===== src/rtl/saturating_narrower.sv =====
// rtl/saturating_narrower.sv - registered signed-width reducer with saturate/wrap and overflow status
module saturating_narrower #(
  parameter int INPUT_WIDTH  = 16,
  parameter int OUTPUT_WIDTH = 8,
  parameter int COUNT_WIDTH  = 16
) (
  input  logic                    clk,
  input  logic                    rst_n,
  input  logic                    in_valid,
  output logic                    in_ready,
  input  logic [INPUT_WIDTH-1:0]  in_data,
  input  logic                    wrap_mode,
  output logic                    out_valid,
  input  logic                    out_ready,
  output logic [OUTPUT_WIDTH-1:0] out_data,
  output logic                    out_ovf,
  output logic                    ovf_sticky,
  output logic [COUNT_WIDTH-1:0]  ovf_count,
  input  logic                    clear
);

  localparam logic [OUTPUT_WIDTH-1:0] SAT_MAX   = {1'b0, {(OUTPUT_WIDTH-1){1'b1}}};
  localparam logic [OUTPUT_WIDTH-1:0] SAT_MIN   = {1'b1, {(OUTPUT_WIDTH-1){1'b0}}};
  localparam logic [COUNT_WIDTH-1:0]  COUNT_MAX = '1;
  localparam logic [COUNT_WIDTH-1:0]  COUNT_ONE = COUNT_WIDTH'(1);

  // Bits that must all equal the output sign bit for the sample to fit.
  logic [INPUT_WIDTH-OUTPUT_WIDTH:0] top_bits;
  logic                              ovf;
  logic [OUTPUT_WIDTH-1:0]           narrowed;
  logic                              in_xfer;
  logic                              out_xfer;
  logic                              ovf_event;

  assign top_bits  = in_data[INPUT_WIDTH-1:OUTPUT_WIDTH-1];
  assign ovf       = ~((&top_bits) | ~(|top_bits));
  assign in_ready  = ~out_valid | out_ready;
  assign in_xfer   = in_valid & in_ready;
  assign out_xfer  = out_valid & out_ready;
  assign ovf_event = in_xfer & ovf;

  // Select truncated bits, or the clamp value in saturate mode when out of range.
  always_comb begin
    narrowed = in_data[OUTPUT_WIDTH-1:0];
    if (!wrap_mode && ovf) begin
      narrowed = in_data[INPUT_WIDTH-1] ? SAT_MIN : SAT_MAX;
    end
  end

  // Output stage: load on input transfer, drain valid on a lone output transfer.
  always_ff @(posedge clk or negedge rst_n) begin
    if (!rst_n) begin
      out_valid <= 1'b0;
      out_data  <= '0;
      out_ovf   <= 1'b0;
    end else if (in_xfer) begin
      out_valid <= 1'b1;
      out_data  <= narrowed;
      out_ovf   <= ovf;
    end else if (out_xfer) begin
      out_valid <= 1'b0;
    end
  end

  // Overflow status: a same-cycle event wins over clear; the counter never wraps.
  always_ff @(posedge clk or negedge rst_n) begin
    if (!rst_n) begin
      ovf_sticky <= 1'b0;
      ovf_count  <= '0;
    end else if (clear) begin
      ovf_sticky <= ovf_event;
      ovf_count  <= ovf_event ? COUNT_ONE : '0;
    end else if (ovf_event) begin
      ovf_sticky <= 1'b1;
      if (ovf_count != COUNT_MAX) begin
        ovf_count <= ovf_count + COUNT_ONE;
      end
    end
  end

endmodule


===== config.mk =====
export PLATFORM = sky130hd
export DESIGN_NAME = saturating_narrower
export DESIGN_NICKNAME = d
export VERILOG_FILES = /design/src/rtl/saturating_narrower.sv
export SDC_FILE = /design/constraint.sdc
export NUM_CORES = 1
export LEC_CHECK = 0
export ABC_AREA = 1
export CAP_MARGIN = 15
export CORE_UTILIZATION = 42
export DETAILED_ROUTE_END_ITERATION = 10
export GPL_TIMING_DRIVEN = 0
export PLACE_DENSITY = 0.81
export RECOVER_POWER = 100
export SLEW_MARGIN = 20
export SYNTH_ARGS = -nofsm -noshare
export SYNTH_HDL_FRONTEND = slang
export SYNTH_SLANG_ARGS = --single-unit

===== constraint.sdc =====
create_clock -name clk -period 1.7 [get_ports clk]
set_input_delay 0.17 -clock clk [delete_from_list [all_inputs] [get_ports clk]]
set_output_delay 0.17 -clock clk [all_outputs]
set_load 0.05 [all_outputs]

## After elaboration in Yosys (flattened, before gate mapping)

Cells that the tools add are included.

| cells by class | value |
|---|---|
| reductions and logical operators | 8 |
| equality and inequality tests | 1 |
| multiplexer cells | 10 |
| bitwise logic cells | 8 |
| $add $sub $neg | 1 |

Operators with widths:

| cell | number |
|---|---|
| two-way mux 16 bit | 3 |
| adder 16 x 1 -> 16 bit, second input constant | 1 |
| two-way mux 8 bit | 2 |
| != test 16 bit, second input constant | 1 |
| AND reduction 9 bit | 1 |
| OR reduction 9 bit | 1 |
| nonzero test 2 bit | 3 |
| two-way mux 1 bit | 5 |
| bitwise AND 1 bit | 3 |
| NOT 1 bit | 3 |
| bitwise OR 1 bit | 2 |
| AND reduction 2 bit | 1 |
| logical AND 1 bit | 1 |
| zero test 1 bit | 1 |

| storage, ports and cells | value |
|---|---|
| output and inout bits | 28 |
| input port bits | 22 |
| logic and storage cells | 33 |
| bits in registers | 27 |

## Logic depth before layout (Yosys ltp)

Gate-level depths: netlist (run 1).

| logic depth | value |
|---|---|
| depth in word-level cells | 7 |
| depth in mapped cells | 10 |
| mapped depth without buffers | 9 |

## Least setup slack after synthesis (run 1)

No wires, ideal clock.

| timing | value |
|---|---|
| path kind | reg-to-reg |
| start point | register ovf_count[0] |
| end point | register ovf_count[4] |
| buffers on the path | 1 |
| cell stages (with the launch flop) | 10 |
| required time | 1.634 ns |
| library setup time | 0.066 ns |
| period minus slack after synthesis | 1.862 ns |
| slack | -0.162 ns |
| arrival time | 1.797 ns |
| path through | dfrtp_1 -> ha_1 -> nand2_2 -> nor2_4 -> nand2_2 -> nand3b_4 -> nand2_4 -> buf_6 -> nand2_1 -> nand2_1 |

| between the ends | value |
|---|---|
| cells in the longest elaborated chain, start to end | 4 |
| elaborated cells between the ends (all ways) | 7 |
| those cells by class | add/sub (1); eq/ne (1); mux (3); reduce/logical (2) |

RTL lines:

| item | line | RTL |
|---|---|---|
| from (decl) | 18 | `output logic [COUNT_WIDTH-1:0] ovf_count,` |
| from (signal assigned) | 72 | `ovf_count <= ovf_event ? COUNT_ONE : '0;` |
| from (signal assigned) | 76 | `ovf_count <= ovf_count + COUNT_ONE;` |
| adder 16 x 1 -> 16 bit | 76 |  |
| two-way mux 16 bit | 75 | `if (ovf_count != COUNT_MAX) begin` |
| two-way mux 16 bit | 73 | `end else if (ovf_event) begin` |
| two-way mux 16 bit | 70 | `end else if (clear) begin` |

Parallel ways exist; a longest one is shown, timed or not. The select of a mux whose other input is x is not followed.
A chain may end at the register's enable or synchronous reset.

## Worst setup path in the final report (run 1)

| timing | value |
|---|---|
| start point | register ovf_count[1] |
| end point | output port ovf_count[1] |

No word-level cell between the ends.

==> run_results.csv, run 1 <==
group,metric,value,unit
floorplan,ios,50,
routing,drcViolationCount,0,
routing,via_per_inst,4.83,
finish,fin_nets,320,
floorplan,die-height,64.2,um
logic_synthesis,synth_seq_area_share,41.6,%
logic_synthesis,synth.area.top_cells,"dfrtp_1 42%, nand2_1 19%, nor2_1 7.9%",
flow_run,maxCapViolCount,0,
clock_tree,insertion_delay,0.27,ns
global_routing,grt_pass1_wl,6.82,mm
clock_tree,cts.clk_slew.worst_paths,0.09,ns
power_and_ir_drop,power.density,657,nW/um^2
clock_tree,cts_tree,"done",
setup_path,path_buf_inv,1,
routing,drtIter0Drc,94,
logic_synthesis,synth_top_area_cell,"dfrtp_1",
setup_path,arrival,1.47,ns
global_routing,grt_pass1_vias,1459,
finish,antenna_cells,0,
power_and_ir_drop,power.leakage,0.00118,uW
power_and_ir_drop,internal_power,1010,uW
finish,drive_gt1_share,11.1,%
logic_synthesis,yosys_register_bits,27,
placed_design,io_buffers,49,
logic_synthesis,synthFlopType,"dfrtp_1",
clock_tree,cts_inserted_buffers,3,
timing,fmax,0.608,GHz
clock_tree,htree_levels,1,
global_routing,overflow,0,
global_routing,grt_max_degree,28,
timing,hold_violations,0,
clock_tree,clock_sink_count,27,
power_and_ir_drop,p_comb_share,28.4,%
run_status,status,"finished, final reports clean",
timing,skew,0.00351,ns
timing,tightest_slew,0.661,ns
setup_path,cp_slowest_stage_delay,0.80,ns
placed_design,dp_cells,330,
logic_synthesis,synth_edf_count,0,
setup_path,worst-setup-path-type,"register to output pin",
setup_path,critPathSlowestCell,"clkdlybuf4s50_1",
logic_synthesis,synthCells,233,
min_path,worst_hold_path_type,"primary input to register",
clock_tree,root_buffer,"clkbuf_8",
timing,period_needed,1.64,ns
timing,max_slew_margin,55.9,%
setup_path,cp.required,1.53,ns
routing,wl,3.97,mm
logic_synthesis,synthesis.nets,256,
floorplan,die_area,4120,um^2
setup_path,crit_family,"buffers and inverters",
routing,drtPass1Iterations,4,
timing,tns,0,ns
finish,final_cells,344,
logic_synthesis,syn_area_per_cell,6.97,um^2
floorplan,start_util,44.0,%
logic_synthesis,synth_commonest_cells,"83 x nand2_1, 34 x nor2_1, 27 x dfrtp_1",
finish,design_area,2290,um^2
setup_path,end_kind,"output pin",
floorplan,num_rows,22,
logic_synthesis,yosysMostFrequentCell,"nand2_1",
power_and_ir_drop,p_sw_share,33.0,%
placed_design,dp_hpwl,2.92,mm
logic_synthesis,yosysWarnings,0,
logic_synthesis,netlist-cell-type-count,26,
power_and_ir_drop,p_seq_share,47.1,%
logic_synthesis,synth_area,1620,um^2
placed_design,place_area,2170,um^2
floorplan,coreArea,3690,um^2
timing,maxSlewViolCount,0,
power_and_ir_drop,ir_worst_vdd,0.468,mV
finish,areaGrowthSynthToFinish,41.0,%
floorplan,die_w,64.2,um
power_and_ir_drop,p_clk_share,24.4,%
clock_tree,clk_path_buf_depth,2,
routing,ant_nets,0,
logic_synthesis,postSynth.asyncResetShare,100,%
setup_path,start_kind,"register",
placed_design,gp_congestion,0.873,
setup_path,worst-path-max-fanout,4,
global_routing,antenna_found_initial,0,
setup_path,crit_chain,"clkdlybuf4s50_1",
power_and_ir_drop,p_sw,497,uW
timing,period_share,96.7,%
global_routing,globalRouteTotalUtil,21.2,%
timing,setup_viol,0,
logic_synthesis,synth_top_area_share,41.6,%
routing,detail_route.wl_per_cell,11.5,um
routing,vias,1663,
power groups by stage:
| stage | Clock (uW) | Combinational (uW) | Sequential (uW) |
|---|---|---|---|
| floorplan | 0 | 96.9 | 862 |
| global placement | 0 | 413 | 721 |
| detailed placement | 0 | 415 | 722 |
| CTS | 378 | 417 | 710 |
| global route | 408 | 455 | 714 |
| finish | 368 | 428 | 709 |
layer usage:
layer  up-vias  part of all wire [%]  track usage (%)
li1        854                     -                -
met1       777                    49             29.2
met2        28                    48             34.8
met3         4                   2.1             2.68
met4         0                   1.1             6.11
met5         -                     0                0
area by class of cell:
class	count	area [um^2]
fill	358	1400
multi-input combinational	176	846
sequential	27	679
timing repair buffer	59	532
inverter	27	101
tap	48	60.1
clock buffer	3	41.3
buffer	3	22.5
clock inverter	1	7.51
kinds of logic after synthesis:
kind of cell	after synthesis	share of synthesized area, %
fa+ha+maj	1	0.770
buf+inv	30	7.47
compound gates	11	4.39
simple gates	159	43.1
xor+xnor	5	2.70
flops	27	41.6
registers in the layout (all words and copies together) (netlist names):
name        count
out_data        8
out_ovf         1
out_valid       1
ovf_count      16
ovf_sticky      1
layout by cell type (no fill, tap or decap), types with 2 or more instances in the layout:
cell type,count
nand2_1,83
nor2_1,33
clkdlybuf4s50_1,30
inv_1,25
nand3_1,24
dfrtp_1,24
dlygate4sd2_1,15
buf_4,10
a21oi_1,7
nand4_1,4
xor2_1,4
nor3_1,3
nand3_2,3
nand2_2,3
clkbuf_1,3
clkbuf_8,3
dfrtp_2,3
inv_2,2
dlygate4sd3_1,2
what timing repair did:
| action | 4_1_cts | 5_1_grt |
|---|---|---|
| hold endpoints to repair | 27 | 0 |
| endpoints found under the setup margin | 15 | 16 |
| pin swaps | 0 | 3 |
| buffers inserted | 0 | 9 |
| hold buffers | 1 | 0 |
| gates resized for setup | 15 | 9 |
per-stage QoR:
stage / hold WS (ns) / power, uW / worst slack (ns) / utilization (%)
final: 0.445 / 1510 / 0.0561 / 62.1
after global routing: 0.461 / 1580 / -0.0143 / 62.1
after CTS: 0.441 / 1500 / 0.00734 / 60.0
after detailed placement: 0.212 / 1140 / -0.180 / 58.9
after global placement: 0.465 / 1130 / -0.161 / 59.0
after floorplan: -0.126 / 959 / 0.00444 / -
worst paths after layout:
| path | from | end | slack [ns] | cells after the start |
|---|---|---|---|---|
| setup / recovery | ovf_count[1]$_DFFE_PN0P_ | ovf_count[1] | 0.06 | 1 |
| hold / removal | in_data[6] | out_data[6]$_DFFE_PN0P_ | 0.44 | 3 |
| setup reg to reg | ovf_count[0]$_DFFE_PN0P_ | ovf_count[0]$_DFFE_PN0P_ | 0.12 | 8 |
| hold reg to reg | out_data[7]$_DFFE_PN0P_ | out_data[7]$_DFFE_PN0P_ | 0.48 | 2 |
| max in group asynchronous | rst_n | ovf_count[11]$_DFFE_PN0P_ | 0.78 | 2 |
| min in group asynchronous | rst_n | ovf_count[12]$_DFFE_PN0P_ | 0.45 | 2 |
(Power assumes the default switching activity.)
==> run 2: changes to the inputs <==
--- a/config.mk
+++ b/config.mk
@@ -16,3 +16,4 @@
 export SYNTH_ARGS = -nofsm -noshare
 export SYNTH_HDL_FRONTEND = slang
 export SYNTH_SLANG_ARGS = --single-unit
+export TNS_END_PERCENT = 50
==> constraint.sdc (replaced) <==
create_clock -name clk -period 1.6 [get_ports clk]
set_input_delay 0.16 -clock clk [delete_from_list [all_inputs] [get_ports clk]]
set_output_delay 0.16 -clock clk [all_outputs]
set_load 0.05 [all_outputs]
==> run_results.csv, run 2 (synthesized netlist as in run 1, its figures left out) <==
group,metric,value,unit
setup_path,start_kind,"register",
routing,via_per_inst,4.80,
timing,max_slew_margin,56.1,%
min_path,worstHoldPathCells,3,
setup_path,end_kind,"register",
finish,fin_nets,322,
floorplan,coreArea,3690,um^2
global_routing,grt_max_degree,28,
routing,drtPass1Iterations,4,
placed_design,io_buffers,49,
finish,areaGrowthSynthToFinish,44.6,%
setup_path,cp.required,1.82,ns
floorplan,ios,50,
routing,ant_nets,0,
placed_design,dp_hpwl,2.82,mm
floorplan,start_util,44.0,%
timing,setup_viol,0,
placed_design,dp_cells,330,
floorplan,num_rows,22,
timing,fmax,0.643,GHz
setup_path,rr_startpoint,"ovf_count[0]$_DFFE_PN0P_",
clock_tree,cts_tree,"done",
clock_tree,root_buffer,"clkbuf_8",
setup_path,reg2reg_depth,9,
finish,antenna_cells,0,
placed_design,gp_congestion,0.865,
clock_tree,cts.clk_slew.worst_paths,0.09,ns
min_path,worst_hold_path_type,"primary input to register",
timing,tns,0,ns
setup_path,arrival,1.77,ns
setup_path,regToRegSetupSlack,0.05,ns
clock_tree,clk_path_buf_depth,2,
timing,period_needed,1.55,ns
global_routing,globalRouteTotalUtil,20.6,%
finish,final_cells,346,
setup_path,r2r-end,"ovf_count[14]$_DFFE_PN0P_",
run_status,status,"finished, final reports clean",
clock_tree,htree_levels,1,
timing,period_share,97.2,%
placed_design,place_area,2200,um^2
routing,drcViolationCount,0,
finish,final_cell_mix,"81 x nand2_1, 33 x nor2_1, 27 x dlygate4sd2_1",
finish,drive_gt1_share,16.1,%
finish,largest_reg_flops,16,
min_path,holdCritStartpoint,"in_data[4]",
routing,drtIter0Drc,111,
clock_tree,insertion_delay,0.28,ns
routing,vias,1661,
power_and_ir_drop,ir_worst_vdd,0.452,mV
global_routing,antenna_found_initial,0,
timing,tightest_slew,0.659,ns
finish,largest_register,"ovf_count",
finish,design_area,2350,um^2
global_routing,grt_pass1_wl,6.67,mm
clock_tree,cts_inserted_buffers,3,
floorplan,die_w,64.2,um
floorplan,die-height,64.2,um
setup_path,worst-path-max-fanout,6,
power_and_ir_drop,power.density,679,nW/um^2
min_path,hold_path_end,"out_data[4]$_DFFE_PN0P_",
flow_run,maxCapViolCount,0,
clock_tree,clock_sink_count,27,
global_routing,grt_pass1_vias,1500,
timing,hold_violations,0,
setup_path,worst-setup-path-type,"register to register",
finish,nFillCells,338,
power_and_ir_drop,power.leakage,0.00122,uW
timing,maxSlewViolCount,0,
timing,skew,0.00476,ns
timing,rsz0062_at_grt,"true",
global_routing,overflow,0,
finish,final_common_cell,"nand2_1",
routing,detail_route.wl_per_cell,11.5,um
floorplan,die_area,4120,um^2
finish,reg.largest.list,"ovf_count: 16 flops, out_data: 8 flops",
routing,wl,3.98,mm
run 2: worst max-delay path by stage:
| stage | startpoint | end | cells after the start |
|---|---|---|---|
| after floorplan | ovf_count[9]$_DFFE_PN0P_ | ovf_count[14]$_DFFE_PN0P_ | 8 |
| after global placement | in_valid | ovf_count[5]$_DFFE_PN0P_ | 8 |
| after detailed placement | in_valid | ovf_count[5]$_DFFE_PN0P_ | 8 |
| after CTS | ovf_count[0]$_DFFE_PN0P_ | ovf_count[5]$_DFFE_PN0P_ | 9 |
| after global routing | ovf_count[0]$_DFFE_PN0P_ | ovf_count[4]$_DFFE_PN0P_ | 9 |
| final | ovf_count[0]$_DFFE_PN0P_ | ovf_count[14]$_DFFE_PN0P_ | 9 |
run 2: per-layer routing:
layer  track usage, %  routed length [um]
met5                0                   0
met4             6.94                  55
met3             3.57                 195
met2             33.5                1940
met1             27.6                1790
run 2: report_power, final:
part,leakage [uW],internal (uW),switching [uW]
clock network,0.0000255,175,220
logic,0.000873,158,290
registers,0.000326,725,26.5
run 2: metrics by stage:
stage | utilization, % | total power (uW) | setup slack [ns] | hold slack [ns]
6_report | 63.7 | 1590 | 0.0453 | 0.428
5_1_grt | 63.7 | 1670 | -0.0301 | 0.444
4_1_cts | 60.4 | 1580 | 0.00870 | 0.427
3_5_place_dp | 59.6 | 1210 | -0.294 | 0.202
3_3_place_gp | 59.7 | 1210 | -0.281 | 0.464
2_1_floorplan | - | 1020 | 0.00538 | -0.136
run 2: repair_timing:
item,in CTS,in global routing
pin swaps,1,4
endpoints found under the hold margin,27,0
setup endpoints to repair,42,14
gates resized for setup,28,11
hold buffers,1,0
buffers inserted,1,9
gates cloned,0,1
run 2: cell type report:
type	instances	area (um^2)	share of cell area (%)
Inverter	27	101	4.32
Buffer	3	26.3	1.12
Timing Repair Buffer	61	557	23.7
Clock buffer	3	41.3	1.76
Clock inverter	1	5.00	0.213
Tap cell	48	60.1	2.56
Multi-Input combinational cell	176	866	36.9
Sequential cell	27	692	29.5
run 2: worst max-delay path: stages (launching register included):
cell and delay, ns:
dfrtp_2 0.41, ha_4 0.16, nand2_4 0.06, nor2_4 0.19
nand2_2 0.08, nand3b_4 0.21, nand2_8 0.13, clkbuf_16 0.15
nand2_1 0.04, nand2_1 0.05
